File: src/rtl/usb_tx_serializer.sv
// USB full-speed transmit serializer: bit timing, bit stuffing, NRZI and EOP generation.
// Optional feature macro: USB_TX_SYNC_EN (block generates the SYNC field itself).
module usb_tx_serializer #(
    parameter int unsigned DATA_W     = 8,
    parameter int unsigned BIT_PERIOD = 8,
    parameter int unsigned STUFF_LEN  = 6
) (
    input  logic              clk,
    input  logic              rst,
    input  logic              tx_enable,
    input  logic              tx_valid,
    input  logic [DATA_W-1:0] tx_data,
    input  logic              tx_last,
    output logic              tx_ready,
    output logic              d_plus,
    output logic              d_minus,
    output logic              tx_busy,
    output logic              tx_done,
    output logic              tx_err
);
    localparam int unsigned TW = $clog2(BIT_PERIOD);
    localparam int unsigned BW = $clog2(DATA_W);
    localparam int unsigned SW = $clog2(STUFF_LEN + 1);
    localparam logic [TW-1:0] TIMER_LAST = TW'(BIT_PERIOD - 1);
    localparam logic [BW-1:0] WORD_LAST  = BW'(DATA_W - 1);
    localparam logic [SW-1:0] STUFF_PRE  = SW'(STUFF_LEN - 1);
`ifdef USB_TX_SYNC_EN
    localparam logic [7:0]    SYNC_PAT   = 8'h80;
`endif

    typedef enum logic [2:0] {
        IDLE,
`ifdef USB_TX_SYNC_EN
        SYNC,
`endif
        DATA,
        STUFF,
        EOP_SE0,
        EOP_J
    } state_t;

    state_t            r_state, w_nxt;
    logic [TW-1:0]     r_timer;
    logic [DATA_W-1:0] r_hold, r_shift;
    logic              r_hold_full, r_hold_last, r_last_seen, r_shift_last;
    logic [BW-1:0]     r_bitcnt;
    logic [SW-1:0]     r_stuffcnt;
    logic [2:0]        r_sub;
    logic              r_stuff_eop, r_abort, r_nrzi, r_dp, r_dm, r_done, r_err;

    logic w_tick, w_feed, w_boundary, w_accept, w_data_hit, w_line;
    logic w_start, w_load, w_emit, w_bit, w_se0, w_j, w_underrun, w_fin, w_stuff_eop;

    assign w_tick     = (r_timer == TIMER_LAST);
    assign w_boundary = (r_state == DATA) && w_tick && (r_bitcnt == WORD_LAST);
    assign w_data_hit = r_shift[0] && (r_stuffcnt == STUFF_PRE);
    assign w_accept   = tx_valid && tx_ready;
    assign w_line     = w_bit ? r_nrzi : ~r_nrzi;
`ifdef USB_TX_SYNC_EN
    assign w_feed = (r_state == SYNC) || (r_state == DATA) || (r_state == STUFF);
`else
    assign w_feed = (r_state == DATA) || (r_state == STUFF);
`endif

    // Ready drops on the boundary tick so a word cannot land in the holding
    // register in the same cycle the FSM decides the packet is ending.
    always_comb begin
        tx_ready = 1'b0;
        if (!rst) begin
            if (r_state == IDLE)
                tx_ready = tx_enable && !r_hold_full;
            else if (w_feed)
                tx_ready = !r_hold_full && !r_last_seen && !w_boundary;
        end
    end

    always_ff @(posedge clk) begin
        if (rst) r_state <= IDLE;
        else     r_state <= w_nxt;
    end

    always_comb begin
        w_nxt       = r_state;
        w_start     = 1'b0;
        w_load      = 1'b0;
        w_emit      = 1'b0;
        w_bit       = 1'b0;
        w_se0       = 1'b0;
        w_j         = 1'b0;
        w_underrun  = 1'b0;
        w_fin       = 1'b0;
        w_stuff_eop = 1'b0;
        case (r_state)
            IDLE: if (r_hold_full) begin
                w_start = 1'b1;
                w_load  = 1'b1;
`ifdef USB_TX_SYNC_EN
                w_nxt   = SYNC;
`else
                w_nxt   = DATA;
`endif
            end
`ifdef USB_TX_SYNC_EN
            SYNC: if (w_tick) begin
                w_emit = 1'b1;
                w_bit  = SYNC_PAT[r_sub];
                if (w_bit && (r_stuffcnt == STUFF_PRE)) w_nxt = STUFF;
                else if (r_sub == 3'd7)                 w_nxt = DATA;
            end
`endif
            DATA: if (w_tick) begin
                w_emit = 1'b1;
                w_bit  = r_shift[0];
                if (r_bitcnt != WORD_LAST) begin
                    w_nxt = w_data_hit ? STUFF : DATA;
                end else if (r_hold_full) begin
                    w_load = 1'b1;
                    w_nxt  = w_data_hit ? STUFF : DATA;
                end else if (r_shift_last) begin
                    w_stuff_eop = 1'b1;
                    w_nxt       = w_data_hit ? STUFF : EOP_SE0;
                end else begin
                    w_underrun = 1'b1;
                    w_nxt      = EOP_SE0;
                end
            end
            STUFF: if (w_tick) begin
                w_emit = 1'b1;
                w_bit  = 1'b0;
                w_nxt  = r_stuff_eop ? EOP_SE0 : DATA;
            end
            EOP_SE0: if (w_tick) begin
                w_se0 = 1'b1;
                if (r_sub == 3'd1) w_nxt = EOP_J;
            end
            // First tick drives J; the following tick ends the J bit time.
            EOP_J: if (w_tick) begin
                if (r_sub == 3'd1) begin
                    w_fin = 1'b1;
                    w_nxt = IDLE;
                end else begin
                    w_j = 1'b1;
                end
            end
            default: w_nxt = IDLE;
        endcase
    end

    always_ff @(posedge clk) begin
        if (rst) begin
            r_timer      <= '0;
            r_hold       <= '0;
            r_hold_full  <= 1'b0;
            r_hold_last  <= 1'b0;
            r_last_seen  <= 1'b0;
            r_shift      <= '0;
            r_shift_last <= 1'b0;
            r_bitcnt     <= '0;
            r_stuffcnt   <= '0;
            r_sub        <= '0;
            r_stuff_eop  <= 1'b0;
            r_abort      <= 1'b0;
            r_nrzi       <= 1'b1;
            r_dp         <= 1'b1;
            r_dm         <= 1'b0;
            r_done       <= 1'b0;
            r_err        <= 1'b0;
        end else begin
            r_done <= w_fin && !r_abort;
            r_err  <= w_underrun;

            if (r_state == IDLE) r_timer <= w_start ? TIMER_LAST : '0;
            else if (w_tick)     r_timer <= '0;
            else                 r_timer <= r_timer + TW'(1);

            if (w_nxt != r_state) r_sub <= '0;
            else if (w_tick)      r_sub <= r_sub + 3'd1;

            if (w_accept) begin
                r_hold      <= tx_data;
                r_hold_full <= 1'b1;
                r_hold_last <= tx_last;
            end else if (w_load) begin
                r_hold_full <= 1'b0;
            end

            if (w_accept && tx_last) r_last_seen <= 1'b1;
            else if (w_fin)          r_last_seen <= 1'b0;

            if (w_load) begin
                r_shift      <= r_hold;
                r_shift_last <= r_hold_last;
                r_bitcnt     <= '0;
            end else if ((r_state == DATA) && w_tick) begin
                r_shift  <= r_shift >> 1;
                r_bitcnt <= r_bitcnt + BW'(1);
            end

            if ((w_nxt == STUFF) && (r_state != STUFF)) r_stuff_eop <= w_stuff_eop;

            if (w_start)         r_abort <= 1'b0;
            else if (w_underrun) r_abort <= 1'b1;

            if (w_start) begin
                r_stuffcnt <= '0;
                r_nrzi     <= 1'b1;
            end else if (w_emit) begin
                r_stuffcnt <= w_bit ? r_stuffcnt + SW'(1) : '0;
                r_nrzi     <= w_line;
                r_dp       <= w_line;
                r_dm       <= ~w_line;
            end else if (w_se0) begin
                r_dp <= 1'b0;
                r_dm <= 1'b0;
            end else if (w_j) begin
                r_dp   <= 1'b1;
                r_dm   <= 1'b0;
                r_nrzi <= 1'b1;
            end
        end
    end

    assign d_plus  = r_dp;
    assign d_minus = r_dm;
    assign tx_busy = (r_state != IDLE);
    assign tx_done = r_done;
    assign tx_err  = r_err;
endmodule

File: config.mk
export PLATFORM = sky130hd
export DESIGN_NAME = usb_tx_serializer
export DESIGN_NICKNAME = d
export VERILOG_FILES = /design/src/rtl/usb_tx_serializer.sv
export SDC_FILE = /design/constraint.sdc
export NUM_CORES = 1
export LEC_CHECK = 0
export CELL_PAD_IN_SITES_DETAIL_PLACEMENT = 1
export CELL_PAD_IN_SITES_GLOBAL_PLACEMENT = 1
export CORE_UTILIZATION = 26
export CTS_CLUSTER_SIZE = 25
export DETAILED_ROUTE_END_ITERATION = 10
export HOLD_SLACK_MARGIN = 0.15
export PLACE_DENSITY_LB_ADDON = 0.05
export SYNTH_ARGS = -nofsm -noshare
export SYNTH_HDL_FRONTEND = slang
export SYNTH_SLANG_ARGS = --single-unit
File: constraint.sdc
create_clock -name clk -period 5.31 [get_ports clk]
set_clock_uncertainty 0.15 [all_clocks]
set_input_delay 1.3275 -clock clk [delete_from_list [all_inputs] [get_ports clk]]
set_output_delay 1.3275 -clock clk [all_outputs]
set_load 0.05 [all_outputs]
==> results.md <==
- Switch Pwr: about 170 µW
- Worst vdd ir: between 0.00009 and 0.0001 V
- Yosys top cell area share: 40.9%
- Syn_nets: between 200 and 300
- Dominant synthesized flop cell: dfxtp_1
- PD cells: 259 nW/µm²
- Synth cell count leaders: dfxtp_1 (42), nand2_1 (23), nor2_1 (23), a21oi_1 (14), o21ai_0 (14)
- # Max-Cap Violations: 0
- CTS sink count: 42
- Global-route wire length before repair: 8580 µm
- Antenna-violating nets left: 0
- HPWL after DPL: around 3600 µm
- Yosys reg bits: between 40 and 50
- Slowest Stage Delay on Critical Path: about 0.46 ns
- Worst Hold Slack: roughly 0.29 ns
- Clk pwr share: 33.5%
- CTS clk-pin slew, worst paths: around 0.09 ns
- GRT Util Overall: about an eighth
- Area of the core: a little under 8000 µm²
- Sequential share of power: 54.1%
- Die Y: 90.9 µm
- Clk_lat worst skew: about 0.29 ns
- Die ar.: just over 8000 µm²
- Min-delay src: r_abort
- Initial antenna violation count: 0
- CP dominant cell by count: nand2_1
- Antenna cell count: 0
- Cts hold-fix bufs: 0
- CTS max path bufs: 2
- Critical Path End Type: primary output
- Fill cell count: 930
- FF-to-FF End: r_shift[1]
- I/O Buffers: 18
- Reg2Reg Setup Slack: approximately 2.5 ns
- Bufs and invs on worst path: 3
- Setup_tns: 0 ns
- FP Rows: 32
- RSZ-0062 raised after global routing: false
- DR vias/cell: between 4 and 5
- Worst Path Max Fanout: 11
- Total Routed Length: just over 5000 µm
- Largest net degree at the start of global routing: 26
- Post CTS Setup Buffer Count: 0
- Async set-reset flop share out of synthesis: 0%
- Worst R2R Start: r_timer[0]
- Sw Ratio: 27.0%
- Cells along the critical path: clkdlybuf4s50_1, nand2_1, o21ai_0, buf_4, nand2_1, nor2_1, buf_12
- Post-DR wirelength/cell: around 15 µm
- Die Wd: about 90 µm
- Starting DRT DRC Count: 34
- CTS tree: yes
- NumNets Final: around 270
- Initial Utilization: roughly 27%
- Internal power: between 400 and 500 µW
- Reg2Reg Depth: 6
- Pins Over Slew Limit: 0
- LEAKAGE: around 0.00087 µW
- Sequential-to-total area share from yosys stat: 40.9%
- Via count: about 1700
- Clock root cell: clkbuf_8
- Crit Path Class: primary input to primary output
- Crit-path leading delay family: buffers and inverters
- Crit-path slowest cell: clkdlybuf4s50_1
- Final Cycle Share: 76.3%
- Most common cell in the synthesized netlist: dfxtp_1
- CP Data Required Time: about 3.8 ns
- Worst EP arrival: around 2.6 ns
- Status: complete, no violations
- Post_cts resized: 0
- Number of flops mapped to enable cells by yosys: 0
- Least-Margin Pin Slew: ~0.7 ns
- Final setup violation count: 0
- Gr ovfl total: 0
- Synthesized cell area: 2060 µm²
- Final min period: a little over 4 ns
- Synth area leaders: dfxtp_1 (41%), mux2i_1 (5.4%), ha_1 (4.9%)
- Max frequency: about 250 MHz
- # DRC: 0
- Final-report hold violation count: 0
- Cells after Synth: 234
- Worst Hold Path EP: tx_done
- Syn-to-layout area delta: 16.4%
- Worst min-delay path class: register to register
- Logic pwr share: around an eighth
- Cts bufs inserted: 5
- I/O pin count: 19
- WHS Path Cells: 1
- Placer Congestion: 0.641
- Synth warn: 0
- Layout cell share with drive strength beyond 1: 8.10%
- Count of cell types in the netlist: 46
- Vias in the first global route: ~1700
- CTS H-tree lvls: 2
- Top cell type by total area after synthesis: dfxtp_1
- Slew HR: roughly 55%
- First-pass iteration count of the detailed router: 4
- Startpoint type of the worst setup path: primary input
- Mapped Avg Cell Area: slightly below 9 µm²
sequential cells by signal (all words and copies together), names as in the netlist, 3 cells and up:
signal / count
r_shift: 8
r_timer: 3
r_stuffcnt: 3
r_bitcnt: 3
r_hold: 8
r_sub: 3
r_state: 3
cell families (layout without fill, tap and decap cells):
kind of cell	count (synthesis)	after routing	synth area share [%]
AOI/OAI and AO/OA	50	50	16.2
xor gates and xnor gates	3	3	1.28
adders and majority gates	8	8	4.87
buffers and inverters	21	34	5.47
DFF	42	42	40.9
muxes	12	12	6.02
and+or+nand+nor	98	98	25.2
power by group through the flow:
stage | Combinational [µW] | Sequential [µW] | Clock (µW)
floorplan | 55.8 | 339 | 0
global placement | 78.5 | 343 | 0
detailed placement | 78.5 | 343 | 0
CTS | 79.0 | 336 | 222
global route | 85.5 | 338 | 238
finish | 77.0 | 335 | 208
layer usage:
| metal | up-vias | track usage (%) | wire length, µm |
|---|---|---|---|
| met5 | - | 0 | 0 |
| met4 | 0 | 3.57 | 29 |
| met3 | 2 | 3.10 | 131 |
| met2 | 19 | 23.0 | 2430 |
| met1 | 785 | 16.6 | 2550 |
| li1 | 849 | - | - |
metrics by stage:
stage / power [µW] / instance area [µm²] / setup WS, ns / utilization, % / std cells
after floorplan: 395 / 2060 / 1.18 / - / 234
after global placement: 422 / 2310 / 1.27 / 30.0 / 341
after detailed placement: 422 / 2310 / 1.27 / 30.0 / 341
after CTS: 636 / 2390 / 1.24 / 31.1 / 349
after global routing: 661 / 2390 / 1.18 / 31.1 / 349
final: 621 / 2390 / 1.26 / 31.1 / 349
worst max-delay path by stage:
stage	cells after the start	to	slack [ns]	from
detailed placement	7	tx_ready	1.27	tx_enable
global route	7	tx_ready	1.18	tx_enable
global placement	7	tx_ready	1.27	tx_enable
finish	7	tx_ready	1.26	tx_enable
CTS	7	tx_ready	1.24	tx_enable
floorplan	5	tx_ready	1.18	rst
final cells by class:
| class | instances | area, µm² | share of cell area (%) |
|---|---|---|---|
| clock inverters | 2 | 13.8 | 0.575 |
| well taps | 102 | 128 | 5.33 |
| repair buffers | 22 | 220 | 9.20 |
| multi-input cells | 171 | 1100 | 46.1 |
| flip-flops and latches | 42 | 841 | 35.1 |
| clock buffers | 6 | 72.6 | 3.03 |
| inverters | 4 | 15.0 | 0.627 |
worst register-to-register path: stages, from the launching register on:
cell and delay [ns]:
dfxtp_1 0.35, ha_1 0.16, ha_1 0.59, nand4bb_1 0.56
nand2_1 0.59, nor2_1 0.09, a211oi_1 0.21
layout by cell type (no fill, tap or decap), types with 4 or more instances in the layout:
cell type / n
nor2b_1: 5
a21oi_1: 14
clkbuf_8: 5
nand2b_1: 4
a211oi_1: 8
o21ai_0: 14
nor2_1: 23
mux2i_1: 11
buf_4: 4
nand3_1: 13
inv_1: 4
dfxtp_1: 42
nand2_1: 23
nor3_1: 8
ha_1: 8
clkdlybuf4s50_1: 17
Note: power is estimated with default switching activity, not from simulation.
